## config.mk

```make
export PLATFORM = sky130hd
export DESIGN_NAME = trace_capture_ctrl
export DESIGN_NICKNAME = d
export VERILOG_FILES = /design/src/rtl/trace_dfd_pkg.sv /design/src/rtl/trace_trig_match.sv /design/src/rtl/trace_capture_ctrl.sv
export SDC_FILE = /design/constraint.sdc
export NUM_CORES = 1
export LEC_CHECK = 0
export CAP_MARGIN = 20
export CORE_AREA = 10 10 113 115
export CTS_BUF_LIST = sky130_fd_sc_hd__clkbuf_8
export CTS_CLUSTER_DIAMETER = 120
export CTS_CLUSTER_SIZE = 10
export DETAILED_ROUTE_END_ITERATION = 7
export DIE_AREA = 0 0 123 125
export HOLD_SLACK_MARGIN = 0.02
export PLACE_DENSITY = 0.89
export SYNTH_ARGS = -nofsm -noshare
export SYNTH_HDL_FRONTEND = slang
export SYNTH_HIERARCHICAL = 1
export SYNTH_SLANG_ARGS = --single-unit
```

## constraint.sdc

```tcl
create_clock -name clk -period 4.9 [get_ports clk]
set_input_delay 0.735 -clock clk [delete_from_list [all_inputs] [get_ports clk]]
set_output_delay 0.735 -clock clk [all_outputs]
set_load 0.005 [all_outputs]
```

## src/rtl/trace_dfd_pkg.sv

```systemverilog
// Shared types for the DfD trace capture path.
//   trace_state_e : capture sequencer state, encoded IDLE=0, ARMED=1, POST=2, DONE=3
//   TRACE_STATE_W : width of the exported state field
//   clog2()       : elaboration-time address width helper
package trace_dfd_pkg;

    localparam int TRACE_STATE_W = 2;

    typedef enum logic [TRACE_STATE_W-1:0] {
        ST_IDLE  = 2'd0,
        ST_ARMED = 2'd1,
        ST_POST  = 2'd2,
        ST_DONE  = 2'd3
    } trace_state_e;

    function automatic int clog2(input int value);
        int r;
        int v;
        r = 0;
        v = value - 1;
        while (v > 0) begin
            r = r + 1;
            v = v >> 1;
        end
        return r;
    endfunction

endpackage

```

## src/rtl/trace_trig_match.sv

```systemverilog
// Masked trigger comparator for a trace tap.
//   data  : sampled trace word
//   valid : data is valid this cycle
//   value : trigger compare value
//   mask  : 1 = bit participates in the compare
//   hit   : valid sample matches value on all masked bits
module trace_trig_match #(
    parameter int W = 32
) (
    input  logic [W-1:0] data,
    input  logic         valid,
    input  logic [W-1:0] value,
    input  logic [W-1:0] mask,
    output logic         hit
);

    assign hit = valid & ((data & mask) == (value & mask));

endmodule

```

## src/rtl/trace_capture_ctrl.sv

```systemverilog
// Trace memory sequencer: circular capture with pre-trigger history, a
// programmable post-trigger window, freeze, then oldest-to-newest readout.
//   clk, reset                 : clock, synchronous active-high reset
//   arm, abort                 : start capture (IDLE/DONE), return to IDLE
//   trig_value, trig_mask      : trigger compare
//   post_count                 : samples kept after the trigger, latched on arm
//   trace_in, trace_valid      : trace tap
//   mem_wr_*, mem_rd_*         : external simple dual-port RAM, 1-cycle read
//   rd_req, rd_data, rd_valid  : debug readout
//   state, triggered, wrapped, entries, trig_addr, rd_left : status
//
// state | meaning
// IDLE  | no capture, memory frozen
// ARMED | storing history, watching for the trigger
// POST  | trigger seen, storing the post-trigger window
// DONE  | capture frozen, readout allowed
module trace_capture_ctrl
    import trace_dfd_pkg::*;
#(
    parameter  int Fpay     = 32,
    parameter  int TB_Depth = 512,
    localparam int TB_Aw    = clog2(TB_Depth)
) (
    input  logic                     clk,
    input  logic                     reset,
    input  logic                     arm,
    input  logic                     abort,
    input  logic [Fpay-1:0]          trig_value,
    input  logic [Fpay-1:0]          trig_mask,
    input  logic [TB_Aw-1:0]         post_count,
    input  logic [Fpay-1:0]          trace_in,
    input  logic                     trace_valid,
    output logic                     mem_wr_en,
    output logic [TB_Aw-1:0]         mem_wr_addr,
    output logic [Fpay-1:0]          mem_wr_data,
    output logic                     mem_rd_en,
    output logic [TB_Aw-1:0]         mem_rd_addr,
    input  logic [Fpay-1:0]          mem_rd_data,
    input  logic                     rd_req,
    output logic [Fpay-1:0]          rd_data,
    output logic                     rd_valid,
    output logic [TRACE_STATE_W-1:0] state,
    output logic                     triggered,
    output logic                     wrapped,
    output logic [TB_Aw:0]           entries,
    output logic [TB_Aw-1:0]         trig_addr,
    output logic [TB_Aw:0]           rd_left
);

    localparam logic [TB_Aw:0] DEPTH_W = (TB_Aw+1)'(TB_Depth);

    trace_state_e     st;
    logic [TB_Aw-1:0] wr_ptr;
    logic [TB_Aw-1:0] rd_ptr;
    logic [TB_Aw-1:0] post_cnt;
    logic             hit;
    logic             wr_fire;
    logic             rd_fire;
    logic             can_arm;
    logic [TB_Aw-1:0] wr_ptr_nxt;
    logic             wrapped_nxt;
    logic [TB_Aw:0]   entries_nxt;
    logic [TB_Aw-1:0] oldest_nxt;

    trace_trig_match #(.W(Fpay)) u_match (
        .data  (trace_in),
        .valid (trace_valid),
        .value (trig_value),
        .mask  (trig_mask),
        .hit   (hit)
    );

    // Reset and abort both outrank a write; arm and abort outrank a read.
    assign wr_fire = ~reset & ~abort & trace_valid & ((st == ST_ARMED) | (st == ST_POST));
    assign rd_fire = ~reset & ~abort & ~arm & rd_req & (st == ST_DONE) & (rd_left != '0);
    assign can_arm = (st == ST_IDLE) | (st == ST_DONE);

    assign wr_ptr_nxt  = wr_ptr + 1'b1;
    assign wrapped_nxt = wrapped | (&wr_ptr);
    assign entries_nxt = (entries == DEPTH_W) ? entries : entries + 1'b1;
    // After the final write, the oldest entry sits at the new write pointer once wrapped.
    assign oldest_nxt  = wrapped_nxt ? wr_ptr_nxt : '0;

    assign mem_wr_en   = wr_fire;
    assign mem_wr_addr = wr_ptr;
    assign mem_wr_data = trace_in;
    assign mem_rd_en   = rd_fire;
    assign mem_rd_addr = rd_ptr;
    assign rd_data     = mem_rd_data;
    assign state       = st;

    always_ff @(posedge clk) begin
        if (reset) begin
            st        <= ST_IDLE;
            wr_ptr    <= '0;
            rd_ptr    <= '0;
            post_cnt  <= '0;
            entries   <= '0;
            rd_left   <= '0;
            trig_addr <= '0;
            triggered <= 1'b0;
            wrapped   <= 1'b0;
            rd_valid  <= 1'b0;
        end else begin
            // A read issued last cycle is always delivered, even across abort/arm.
            rd_valid <= rd_fire;
            if (abort) begin
                st <= ST_IDLE;
            end else if (arm && can_arm) begin
                st        <= ST_ARMED;
                wr_ptr    <= '0;
                rd_ptr    <= '0;
                entries   <= '0;
                rd_left   <= '0;
                trig_addr <= '0;
                triggered <= 1'b0;
                wrapped   <= 1'b0;
                post_cnt  <= post_count;
            end else begin
                if (wr_fire) begin
                    wr_ptr  <= wr_ptr_nxt;
                    entries <= entries_nxt;
                    wrapped <= wrapped_nxt;
                end
                case (st)
                    ST_ARMED: begin
                        if (wr_fire && hit) begin
                            trig_addr <= wr_ptr;
                            triggered <= 1'b1;
                            if (post_cnt == '0) begin
                                st      <= ST_DONE;
                                rd_ptr  <= oldest_nxt;
                                rd_left <= entries_nxt;
                            end else begin
                                st <= ST_POST;
                            end
                        end
                    end
                    ST_POST: begin
                        if (wr_fire) begin
                            post_cnt <= post_cnt - 1'b1;
                            if (post_cnt == TB_Aw'(1)) begin
                                st      <= ST_DONE;
                                rd_ptr  <= oldest_nxt;
                                rd_left <= entries_nxt;
                            end
                        end
                    end
                    ST_DONE: begin
                        if (rd_fire) begin
                            rd_ptr  <= rd_ptr + 1'b1;
                            rd_left <= rd_left - 1'b1;
                        end
                    end
                    default: ;
                endcase
            end
        end
    end

endmodule

```

==> metrics <==
area fraction of the dominant cell type after synthesis=0.2734; syn_nets=728; antenna viol nets, final=0; DP Worst Slack=slightly below 0.9 ns; HP Start=trig_addr[1]; Die ar.=around 0.015 mm²; DR vias=4673; worst hold path cell count=2; sequential cell area=roughly 0.0012 mm²; Post-Route Setup TNS=0 ns; Critical Path Stages=7; routability cong.=between 0.9 and 1; Std-Cell Rows=38; Worst VDD drop=0.1610 mV; Synth cell types=64; Syn Area/Cell=between 7 and 8 µm²; chip height=around 130 µm; Worst slew margin=0.4040; synth warn=6; Synth Cell Area=roughly 0.0045 mm²; Max Cap Violations=0; Post-DP Area=0.006002 mm²; Root Buffer=clkbuf_8; sw frac=0.2632; sequential power share=0.371; router iterations before antenna repair=5; area grow syn2layout=40.03%; CTS sink cnt=61; Synth Register Bits=61; DRC marker count from the first detailed-route iteration=around 470; share of cells above drive strength 1=0.05772; Routed WL=17610 µm; Ports=261; # hold bufs at CTS=0; internal power=between 0.001 and 0.0015 W; worst path cell trace=inv_1 -> ha_1 -> nor3b_2 -> nand2b_1 -> inv_4 -> buf_4 -> clkdlybuf4s50_1; NetSw=roughly 0.00037 W; gr ovfl total=0; Period minus WS final=~3.8 ns; area of the multi-input gates=approximately 0.0026 mm²; Avg WL per Cell=between 20 and 25 µm; capturing point of the worst reg2reg path=rd_left[2]; Clock transition at path regs=0.07 ns; ranking of synthesized cells by area=dfxtp_1 (27%), buf_4 (11%), xor2_1 (7.6%); number of buffers created by CTS=9; PwrDens=about 220 mW/mm²; CP Capture Type=primary output; Final Setup Violations=0; fin nets=about 840; unrepaired setup endpoints after global routing=false; initial antenna violation count=5; core area=between 0.01 and 0.015 mm²; Top Family by Delay on Critical Path=buffers and inverters; Worst Path Arrival=3.04 ns; initial core utilization=0.4213; total track usage=0.2183; Post-CTS Resized=0; Primary FF master, synth=dfxtp_1; slowest stage cell, crit path=clkdlybuf4s50_1; Post-synth EDFFs=0; top-count cell post-synth=buf_4; logic gate share of total power=0.230; Worst EP required=about 4.2 ns; crit path kind=reg2out; final instance area=around 0.0063 mm²; worst-margin pin slew=just under 0.9 ns; clk_lat worst skew=roughly 0.35 ns; asr flop ratio synth=0; total power=approximately 0.0014 W; highest clock rate=about 270 MHz; Min Hold Slack=between 0.4 and 0.5 ns; via density per instance=roughly 5.6; vias in the first global route=4586; max incr delay on CP=between 0.5 and 0.6 ns; fin crit share=0.7695; Hold Violations, Final=0; CP Launch Type=flip-flop; slack of the critical path=1.129 ns; DPL Wire Length=between 10000 and 15000 µm; max-slew violation count=0; Post-CTS Setup Inserts=0; status=finished clean; first-pass GRT wire length=about 27000 µm; pin count of the biggest net entering global routing=56; origin of the critical flop-to-flop path=state[0]; Crit Path Max Fanout=19; clk buf depth=2; post-synthesis sequential area ratio=0.2734; synth cell count leaders=buf_4 (66), dfxtp_1 (61), nand2_1 (61); R2R depth=10; area leader, netlist=dfxtp_1; worst path bufs/invs=4; Clock power frac=0.399; fillers=about 900; DRC viols=0; number of port buffers=slightly below 200; CTS tree=done; Hold Path Class=reg2reg; Cells after Synth=between 500 and 600; leakage=2.276 nW; Reg2Reg Setup Slack=roughly 1.3 ns; Worst Hold Endpoint=trig_addr[1]; die width=123 µm; Final Skew=around 0.015 ns; H-Tree Depth=3
-- logic make-up after synthesis --
logic type | after synthesis | share of synthesized area
mux | 1 | 0.002241
simple gates | 195 | 0.2120
compound gates | 139 | 0.2185
fa+ha+maj | 12 | 0.03361
buf+inv | 111 | 0.1543
flops | 61 | 0.2734
xor+xnor | 54 | 0.1059
-- routing by layer --
metal	GRT usage	share of wire
met1	0.2487	0.38
met3	0.05176	0.089
met4	0.09390	0.028
met2	0.3772	0.51
met5	0	0
-- stage by stage --
step / std cells / util
after floorplan: 573 / -
after global placement: 817 / 0.5661
after detailed placement: 817 / 0.5661
after CTS: 833 / 0.5887
after global routing: 838 / 0.5899
final: 838 / 0.5899
-- power by group through the flow --
stage,Combinational (W),Clock [W],Sequential (W)
global placement,0.000308,0,0.000527
floorplan,0.000187,0,0.000525
detailed placement,0.000316,0,0.000528
global route,0.000345,0.000575,0.000518
finish,0.000319,0.000555,0.000517
CTS,0.000318,0.000555,0.000517
-- sequential cells by signal, indices dropped and copies added, names as in the netlist --
signal,flops
entries,10
rd_left,10
mem_rd_addr,9
mem_wr_addr,9
post_cnt,9
trig_addr,9
state,2
rd_valid,1
triggered,1
wrapped,1
-- worst reg2reg max path, delay by kind of cell (launching register included) --
| kind | cells | cell delay (ns) |
|---|---|---|
| buffers and inverters | 2 | 0.27 |
| flip-flops | 1 | 0.41 |
| AND/OR/NAND/NOR | 3 | 1.49 |
| AO/OA/AOI/OAI | 4 | 1.02 |
| adder cells (fa/ha/maj) | 1 | 0.40 |
-- layout make-up --
type / count / share of cell area
multi-input cells: 401 / 0.4087
inverters: 14 / 0.008802
diodes: 5 / 0.002000
repair buffers: 201 / 0.3189
well taps: 140 / 0.02801
flip-flops and latches: 61 / 0.1952
clock buffers: 10 / 0.02200
clock inverters: 6 / 0.01640
-- worst max path at each step --
stage / start / endpoint
global placement: trace_in[28] / rd_left[2]
CTS: state[0] / mem_wr_en
global route: trace_in[6] / rd_left[2]
detailed placement: trace_in[6] / rd_left[2]
floorplan: trace_in[24] / mem_rd_addr[3]
finish: state[0] / mem_wr_en
-- cells in the final DEF (no fill, tap or decap), types with 3 or more instances in the layout --
master,count
a22oi_1,10
inv_1,15
nor2_1,40
o22ai_1,4
and3_1,10
a32o_1,5
nor4_1,5
nand2_1,61
bufinv_16,3
nand2b_1,3
a22o_1,5
o2111ai_1,7
dfxtp_1,61
a221oi_2,4
ha_1,12
nand3_1,32
o21ai_0,25
a21oi_1,44
diode_2,5
xor2_1,39
nand4_1,7
clkbuf_8,10
or3_1,4
clkdlybuf4s50_1,195
nand3b_1,3
buf_4,5
a211oi_1,6
nor3b_1,3
xnor2_1,15
nor3_1,13
Power figures use the tool's default switching activity.
